### config.mk
export PLATFORM = sky130hd
export DESIGN_NAME = interrupt_controller
export DESIGN_NICKNAME = d
export VERILOG_FILES = /design/src/rtl/interrupt_controller.sv
export SDC_FILE = /design/constraint.sdc
export NUM_CORES = 1
export LEC_CHECK = 0
export CAP_MARGIN = 25
export CORE_MARGIN = 8
export CORE_UTILIZATION = 50
export CTS_BUF_LIST = sky130_fd_sc_hd__clkbuf_4
export DETAILED_ROUTE_END_ITERATION = 8
export MAX_ROUTING_LAYER = met4
export PLACE_DENSITY = 0.75
export SYNTH_ARGS = -nofsm -noshare
export SYNTH_HDL_FRONTEND = slang
export SYNTH_SLANG_ARGS = --single-unit
### constraint.sdc
create_clock -name iClk -period 1.8 [get_ports iClk]
set_input_delay 0.36 -clock iClk [delete_from_list [all_inputs] [get_ports iClk]]
set_output_delay 0.36 -clock iClk [all_outputs]
set_load 0.02 [all_outputs]
### src/rtl/interrupt_controller.sv
// 8259-style interrupt controller: eight edge-triggered request lines, fully nested priority,
// two-pulse INTA vector. Define PIC_AUTO_EOI_EN to honour the ICW4 auto-EOI bit.
module interrupt_controller #(
  parameter logic [7:0] RESET_BASE = 8'h08
) (
  input  logic       iClk,
  input  logic       iRst,
  input  logic       iCs,
  input  logic       iA0,
  input  logic       iIOW,
  input  logic       iIOR,
  input  logic [7:0] iData,
  input  logic [7:0] iIrq,
  input  logic       iIntA_n,
  output logic       oInt,
  output logic [7:0] oData,
  output logic       oDataEn
);

  typedef enum logic [2:0] {S_UNINIT, S_ICW2, S_ICW3, S_ICW4, S_READY} state_t;

  state_t     state_q, state_d;
  logic       prev_w_q, prev_r_q, prev_inta_q;
  logic [7:0] prev_irq_q;
  logic [7:0] irr_q, irr_d, isr_q, isr_d, imr_q, imr_d;
  logic [4:0] base_q, base_d;
  logic       sngl_q, sngl_d, ic4_q, ic4_d, rsel_q, rsel_d;
  logic       cnt_q, cnt_d, vec_q, vec_d, spur_q, spur_d;
  logic [2:0] lvl_q, lvl_d;
  logic       int_q, int_d, den_q, den_d;
  logic [7:0] data_q, data_d;
  logic       aeoi;

  logic       wr_ev, rd_ev, icw1, inta_fall, inta_rise;
  logic [7:0] irq_rise, pend, elig;
  logic [2:0] top_elig, top_isr;
  logic       any_elig;

  assign wr_ev     = iIOW & iCs & ~prev_w_q;
  assign rd_ev     = iIOR & iCs & ~prev_r_q;
  assign icw1      = wr_ev & ~iA0 & iData[4];
  assign inta_fall = prev_inta_q & ~iIntA_n;
  assign inta_rise = ~prev_inta_q & iIntA_n;
  assign irq_rise  = iIrq & ~prev_irq_q;
  assign pend      = irr_q & ~imr_q;

  // Fully nested: any in-service level at or above j blocks level j.
  for (genvar gi = 0; gi < 8; gi++) begin : g_elig
    assign elig[gi] = pend[gi] & ~(|isr_q[gi:0]);
  end
  assign any_elig = |elig;

  always_comb begin
    top_elig = 3'd0;
    top_isr  = 3'd0;
    for (int i = 7; i >= 0; i--) begin
      if (elig[i]) top_elig = 3'(i);
      if (isr_q[i]) top_isr = 3'(i);
    end
  end

`ifdef PIC_AUTO_EOI_EN
  logic aeoi_q, aeoi_d;
  assign aeoi = aeoi_q;
  always_ff @(posedge iClk) begin
    if (iRst) aeoi_q <= 1'b0;
    else      aeoi_q <= aeoi_d;
  end
  always_comb begin
    aeoi_d = aeoi_q;
    if (!icw1 && wr_ev && iA0 && state_q == S_ICW4) aeoi_d = iData[1];
  end
`else
  assign aeoi = 1'b0;
`endif

  always_comb begin
    state_d = state_q;
    irr_d   = irr_q | irq_rise;
    isr_d   = isr_q;
    imr_d   = imr_q;
    base_d  = base_q;
    sngl_d  = sngl_q;
    ic4_d   = ic4_q;
    rsel_d  = rsel_q;
    cnt_d   = cnt_q;
    vec_d   = vec_q;
    lvl_d   = lvl_q;
    spur_d  = spur_q;
    data_d  = data_q;

    // Acknowledge: the clear of IRR[L] overrides a coincident new request edge.
    if (inta_fall && !cnt_q) begin
      cnt_d = 1'b1;
      if (any_elig) begin
        lvl_d           = top_elig;
        spur_d          = 1'b0;
        isr_d[top_elig] = 1'b1;
        irr_d[top_elig] = 1'b0;
      end else begin
        lvl_d  = 3'd7;
        spur_d = 1'b1;
      end
    end else if (inta_fall && cnt_q) begin
      vec_d  = 1'b1;
      data_d = {base_q, lvl_q};
    end else if (inta_rise && vec_q) begin
      cnt_d = 1'b0;
      vec_d = 1'b0;
      if (aeoi && !spur_q) isr_d[lvl_q] = 1'b0;
    end

    if (icw1) begin
      state_d = S_ICW2;
      imr_d   = 8'h00;
      isr_d   = 8'h00;
      irr_d   = 8'h00;
      sngl_d  = iData[1];
      ic4_d   = iData[0];
    end else if (wr_ev) begin
      case (state_q)
        S_ICW2: if (iA0) begin
          base_d = iData[7:3];
          if (!sngl_q)    state_d = S_ICW3;
          else if (ic4_q) state_d = S_ICW4;
          else            state_d = S_READY;
        end
        S_ICW3: if (iA0) state_d = ic4_q ? S_ICW4 : S_READY;
        S_ICW4: if (iA0) state_d = S_READY;
        S_READY: begin
          if (iA0) begin
            imr_d = iData;
          end else if (!iData[3]) begin
            case (iData[7:5])
              3'b001:  if (|isr_q) isr_d[top_isr] = 1'b0;
              3'b011:  isr_d[iData[2:0]] = 1'b0;
              default: ;
            endcase
          end else if (iData[1]) begin
            rsel_d = iData[0];
          end
        end
        default: ;
      endcase
    end

    if (rd_ev && !vec_d) data_d = iA0 ? imr_q : (rsel_q ? isr_q : irr_q);
    den_d = vec_d | (iIOR & iCs);
    int_d = (state_q == S_READY) & any_elig;
  end

  always_ff @(posedge iClk) begin
    if (iRst) begin
      state_q     <= S_UNINIT;
      prev_w_q    <= 1'b1;
      prev_r_q    <= 1'b1;
      prev_inta_q <= 1'b0;
      prev_irq_q  <= 8'h00;
      irr_q       <= 8'h00;
      isr_q       <= 8'h00;
      imr_q       <= 8'h00;
      base_q      <= RESET_BASE[7:3];
      sngl_q      <= 1'b0;
      ic4_q       <= 1'b0;
      rsel_q      <= 1'b0;
      cnt_q       <= 1'b0;
      vec_q       <= 1'b0;
      lvl_q       <= 3'd0;
      spur_q      <= 1'b0;
      int_q       <= 1'b0;
      den_q       <= 1'b0;
      data_q      <= 8'h00;
    end else begin
      state_q     <= state_d;
      prev_w_q    <= iIOW;
      prev_r_q    <= iIOR;
      prev_inta_q <= iIntA_n;
      prev_irq_q  <= iIrq;
      irr_q       <= irr_d;
      isr_q       <= isr_d;
      imr_q       <= imr_d;
      base_q      <= base_d;
      sngl_q      <= sngl_d;
      ic4_q       <= ic4_d;
      rsel_q      <= rsel_d;
      cnt_q       <= cnt_d;
      vec_q       <= vec_d;
      lvl_q       <= lvl_d;
      spur_q      <= spur_d;
      int_q       <= int_d;
      den_q       <= den_d;
      data_q      <= data_d;
    end
  end

  assign oInt    = int_q;
  assign oData   = data_q;
  assign oDataEn = den_q;

endmodule

Word level (Yosys, flattened, before mapping)
Cells that the tools add are included.
Word-level totals
  logic and storage cells: 165
  flip-flop bits (word level): 61
  output and inout port bits: 10
  bits of input ports: 23
Cells by class
  equality and inequality tests: 14
  bitwise logic cells: 44
  mux-type cells: 52
  reductions and logical operators: 30
  order comparisons: 6
Operators with widths (number)
  $mux 8: 14
  $mux 3: 22
  $and 8x8->8: 5
  $not 8->8: 5
  $and 1x1->1: 17
  $or 8x8->8: 2
  $pmux 8 s2: 1
  $reduce_or 8->1: 2
  $not 1->1: 14
  $lt 3x4->1 const B: 3
  $mux 1: 11
  $reduce_and 5->1: 2
  $demux 1 s3: 3
  $eq 3x2->1 const B: 3
  $ge 3x1->1 const B: 3
  $ne 3x3->1 const B: 3
  $pmux 3 s3: 1
  $ne 2x2->1 const B: 4
  $logic_and 1x1->1: 7
  $reduce_or 7->1: 1
  $eq 3x1->1 const B: 2
  $reduce_and 6->1: 1
  $reduce_bool 2->1: 3
  $reduce_or 6->1: 1
  other kinds (13): 16

Longest topological paths before layout
  depth in word-level cells: 25
  gate-level depth with buffers: 7

Worst setup path after synthesis
No wires, ideal clock.
  kind: flip-flop to flip-flop
  start: reg isr_q[1]
  end: reg isr_q[4]
  cell stages (with the launch flop): 7
  setup slack: 0.065 ns
  data required time: 1.685 ns
  period minus slack after synthesis: 1.735 ns
  arrival time: 1.620 ns
  cell sequence: dfxtp_1 -> or4b_4 -> and3_4 -> nand3_1 -> nor4b_2 -> and2_1 -> o21a_1
On the way
  cells in the longest elaborated chain, start to end: 25
Ends and longest elaborated chain
  start, declared: line 25  | logic [7:0] irr_q, irr_d, isr_q, isr_d, imr_q, imr_d;
  start signal, assigned: line 180  | isr_q <= isr_d;
  $reduce_or 8->1: line 49, 135
  $not 1->1: line 49  | assign elig[gi] = pend[gi] & ~(|isr_q[gi:0]);
  $and 1x1->1: line 49
  $mux 3 (8 in a row): line 57  | if (elig[i]) top_elig = 3'(i);
  $lt 3x4->1 (not written as such) / $ge 3x1->1 (equally long branches): line 98  | isr_d[top_elig] = 1'b1;
  $logic_and 1x1->1 (not written as such): line 98
  $mux 1 (not written as such): line 98
  $demux 1 s3: line 98
  [... 2 more ...]
  $mux 8: line 93  | if (inta_fall && !cnt_q) begin
  $and 8x8->8 (no line)
  $mux 8: line 135  | 3'b001: if (|isr_q) isr_d[top_isr] = 1'b0;
  $pmux 8 s2: line 134  | case (iData[7:5])
  $mux 8: line 133  | end else if (!iData[3]) begin
  $mux 8: line 131  | if (iA0) begin
  $mux 8: line 121  | case (state_q)
  $mux 8 *: line 120  | end else if (wr_ev) begin
Mark *: on every way between the ends. The rest lies on a longest branch, timed or not.
A chain may end at the register's enable or synchronous reset.

Final worst setup path
  start: reg isr_q[0]
  end: reg lvl_q[1]
On the way
  cells in the longest elaborated chain, start to end: 12
Ends and longest elaborated chain
  $reduce_or 8->1: line 49
  $not 1->1: line 49
  $and 1x1->1: line 49
  $mux 3 (8 in a row): line 57
  $mux 3 *: line 95  | if (any_elig) begin
  end signal, assigned: line 188  | lvl_q <= lvl_d;
  end, declared: line 29  | logic [2:0] lvl_q, lvl_d;
Marked as above.

==> run summary <==
Placed Cells - 503
Post-Route WL - 8670 um
Core Area - 0.00554 mm2
Area Overhead vs Synth - 39.4%
Worst EP required - 2.14 ns
Vias in the first global route - 2976
Sequential area share after synthesis - 42.4%
Avg Inst Size Synth - 8.38 um2
Post-route clock skew - 0.0108 ns
#FFs+latches synth - 61
Max-slew violation count - 0
Synth area leaders - dfxtp_1 42%, mux2i_1 7.3%, a21oi_1 6.4%, nand2_1 4.6%, nor2_1 4.3%
Met1 Usage GRT - 23.6%
Share of the synthesized area in the top cell type - 42.4%
Final Power - 2.68 mW
HP Class - register to register
Critical path fanouts, max - 5
Finish-stage setup viols - 10
Worst path slowest cell - or3b_4
Pwr Density - 668 mW/mm2
Most frequent cells in the layout - 71 x buf_4, 59 x dfxtp_1, 37 x a21oi_1, 34 x nand2_1, 33 x nor2_1
Hold Buf Count CTS - 0
Place WS - -0.423 ns
Max cap viols - 0
Post-synth EDFFs - 0
Async set-reset flop share out of synthesis - 0%
Final Hold Fails - 0
GRT met2 Usage - 34.8%
Crit share post-route - 105%
TNS Setup - -0.564 ns
Gr busiest metal - met2
Worst slew margin - 58.3%
Root buf cell - clkbuf_4
Gpl congestion - 1.04
Ports - 33
Met3 usage - 6.11%
Crit-path most repeated cell - nor3_2
Initial antenna violation count - 0
Critical path arrival - 2.23 ns
Max Root-Sink Buffers - 2
Worst vdd ir - 583 uV
Reg clk slew, reported paths - 0.10 ns
CTS tree - yes
Minimum clock period after layout - 1.88 ns
Die W - 91.9 um
Pleak - 1.55 nW
DRC Markers - 0
Critical Path End Type - register
Syn_nets - 367
Via density per instance - 5.70
Top FF cell, synth - dfxtp_1
DRT antenna net count - 0
Avg WL per Cell - 16.6 um
Pin count of the biggest net entering global routing - 34
Starting Density - 52.0%
Area of the die - 0.00845 mm2
First-pass GRT wire length - 14100 um
Global-route usage over all layers - 21.6%
Setup ws final - -0.0836 ns
Synthesized area - 0.00288 mm2
Final net count - 468
Fraction of layout cells with a size suffix above 1 - 27.8%
Synth Instances - 344
Setup CP Type - register to register
Via Count - 2976
Commonest non-fill, non-tap cell in the layout - buf_4
Startpoint Class - register
Placed Area - 0.00376 mm2
Slowest stage delay, CP - 0.46 ns
Final hold slack - 0.458 ns
# fillers - 439
Slew @ Worst Pin - 0.625 ns
Status - complete, but fails checks
Cell taking the most area after synthesis - dfxtp_1
Failing checks - negative setup slack
Gr ovfl total - 0
RSZ-0062 raised after global routing - true
Peak Freq - 0.531 GHz
DRT Pass-1 Iters - 4
Port Buffers - 32
DIE HEIGHT - 91.9 um
Row cnt - 27
TritonCTS buffer count - 9
Clock Latency Late Sink - 0.41 ns
Synth unique cells - 51
Core Util, Final - 72.5%
Layout Cells excl Fill - 522
CTS H-tree depth - 3
DR iter-0 viols - 258
CP cell instances - nor4_4 > nand3_2 > or3b_4 > a31oi_4 > nor3_2 > nor3_2
Diode count - 0
Clock sinks - 61
DP Wirelength - 6510 um
Final std cell area, no fill - 0.00402 mm2
Synth warn - 0
==> where the power goes <==
group          switching [mW]  leakage [nW]  internal (mW)
registers              0.0250         0.499           1.39
clock network           0.496        0.0610          0.283
logic                   0.251         0.994          0.243
total                   0.771          1.55           1.91
==> repair_timing <==
action,in CTS,in global routing
setup buffers,2,2
pin swaps,15,8
gates resized for setup,14,16
endpoints found under the setup margin,14,13
==> final timing paths <==
kind / startpoint / end / slack (ns) / depth (start not counted)
min: oData[0] / oData[0] / 0.46 / 2
max: isr_q[0] / lvl_q[1] / -0.08 / 6
max reg2reg: isr_q[0] / lvl_q[1] / -0.08 / 6
min reg2reg: oData[0] / oData[0] / 0.46 / 2
==> state kept, by name (all words and copies together) (netlist names), 3 cells and up <==
register    count
oData           8
lvl_q           3
prev_irq_q      8
imr_q           8
irr_q           8
state_q         3
isr_q           8
base_q          5
==> worst max-delay path: cells and delay by family (launching register included) <==
| family | cells | cell delay [ns] |
|---|---|---|
| AO/OA/AOI/OAI | 1 | 0.21 |
| flip-flops | 1 | 0.38 |
| AND/OR/NAND/NOR | 5 | 1.21 |
==> final cells by class <==
type | instances | area, um2 | share of cell area, %
Tap cell | 72 | 90.1 | 2.24
Sequential cell | 61 | 1230 | 30.6
Clock inverter | 6 | 30.0 | 0.747
Clock buffer | 10 | 75.1 | 1.87
Inverter | 14 | 52.6 | 1.31
Multi-Input combinational cell | 253 | 1650 | 41.0
Timing Repair Buffer | 106 | 896 | 22.3
==> cell families after synthesis <==
kind of cell | count (synthesis) | share of synthesized area (%)
flip-flops | 61 | 42.4
AND/OR/NAND/NOR | 141 | 26.3
buffers and inverters | 30 | 4.34
multiplexers | 21 | 7.29
AO/OA/AOI/OAI | 91 | 19.7
==> cell usage after synthesis (all sizes together), types with 3 or more instances <==
library cell   n
dfxtp         61
a21oi         37
nand2         35
nor2          35
nor3          22
o21ai         22
mux2i         21
inv           14
nor2b         12
clkbuf         9
a22oi          8
buf            7
a31oi          6
nand3          6
and3           5
nand2b         5
nor4           4
nand3b         3
nor3b          3
o211a          3
o21a           3
==> per-layer routing <==
metal | part of all wire [%] | wire length [um] | up-vias
met3 | 6.6 | 571 | 42
met2 | 48 | 4150 | 133
met1 | 41 | 3550 | 1374
li1 | - | - | 1427
met4 | 4.6 | 395 | 0
met5 | 0 | 0 | -
(Power assumes the default switching activity.)
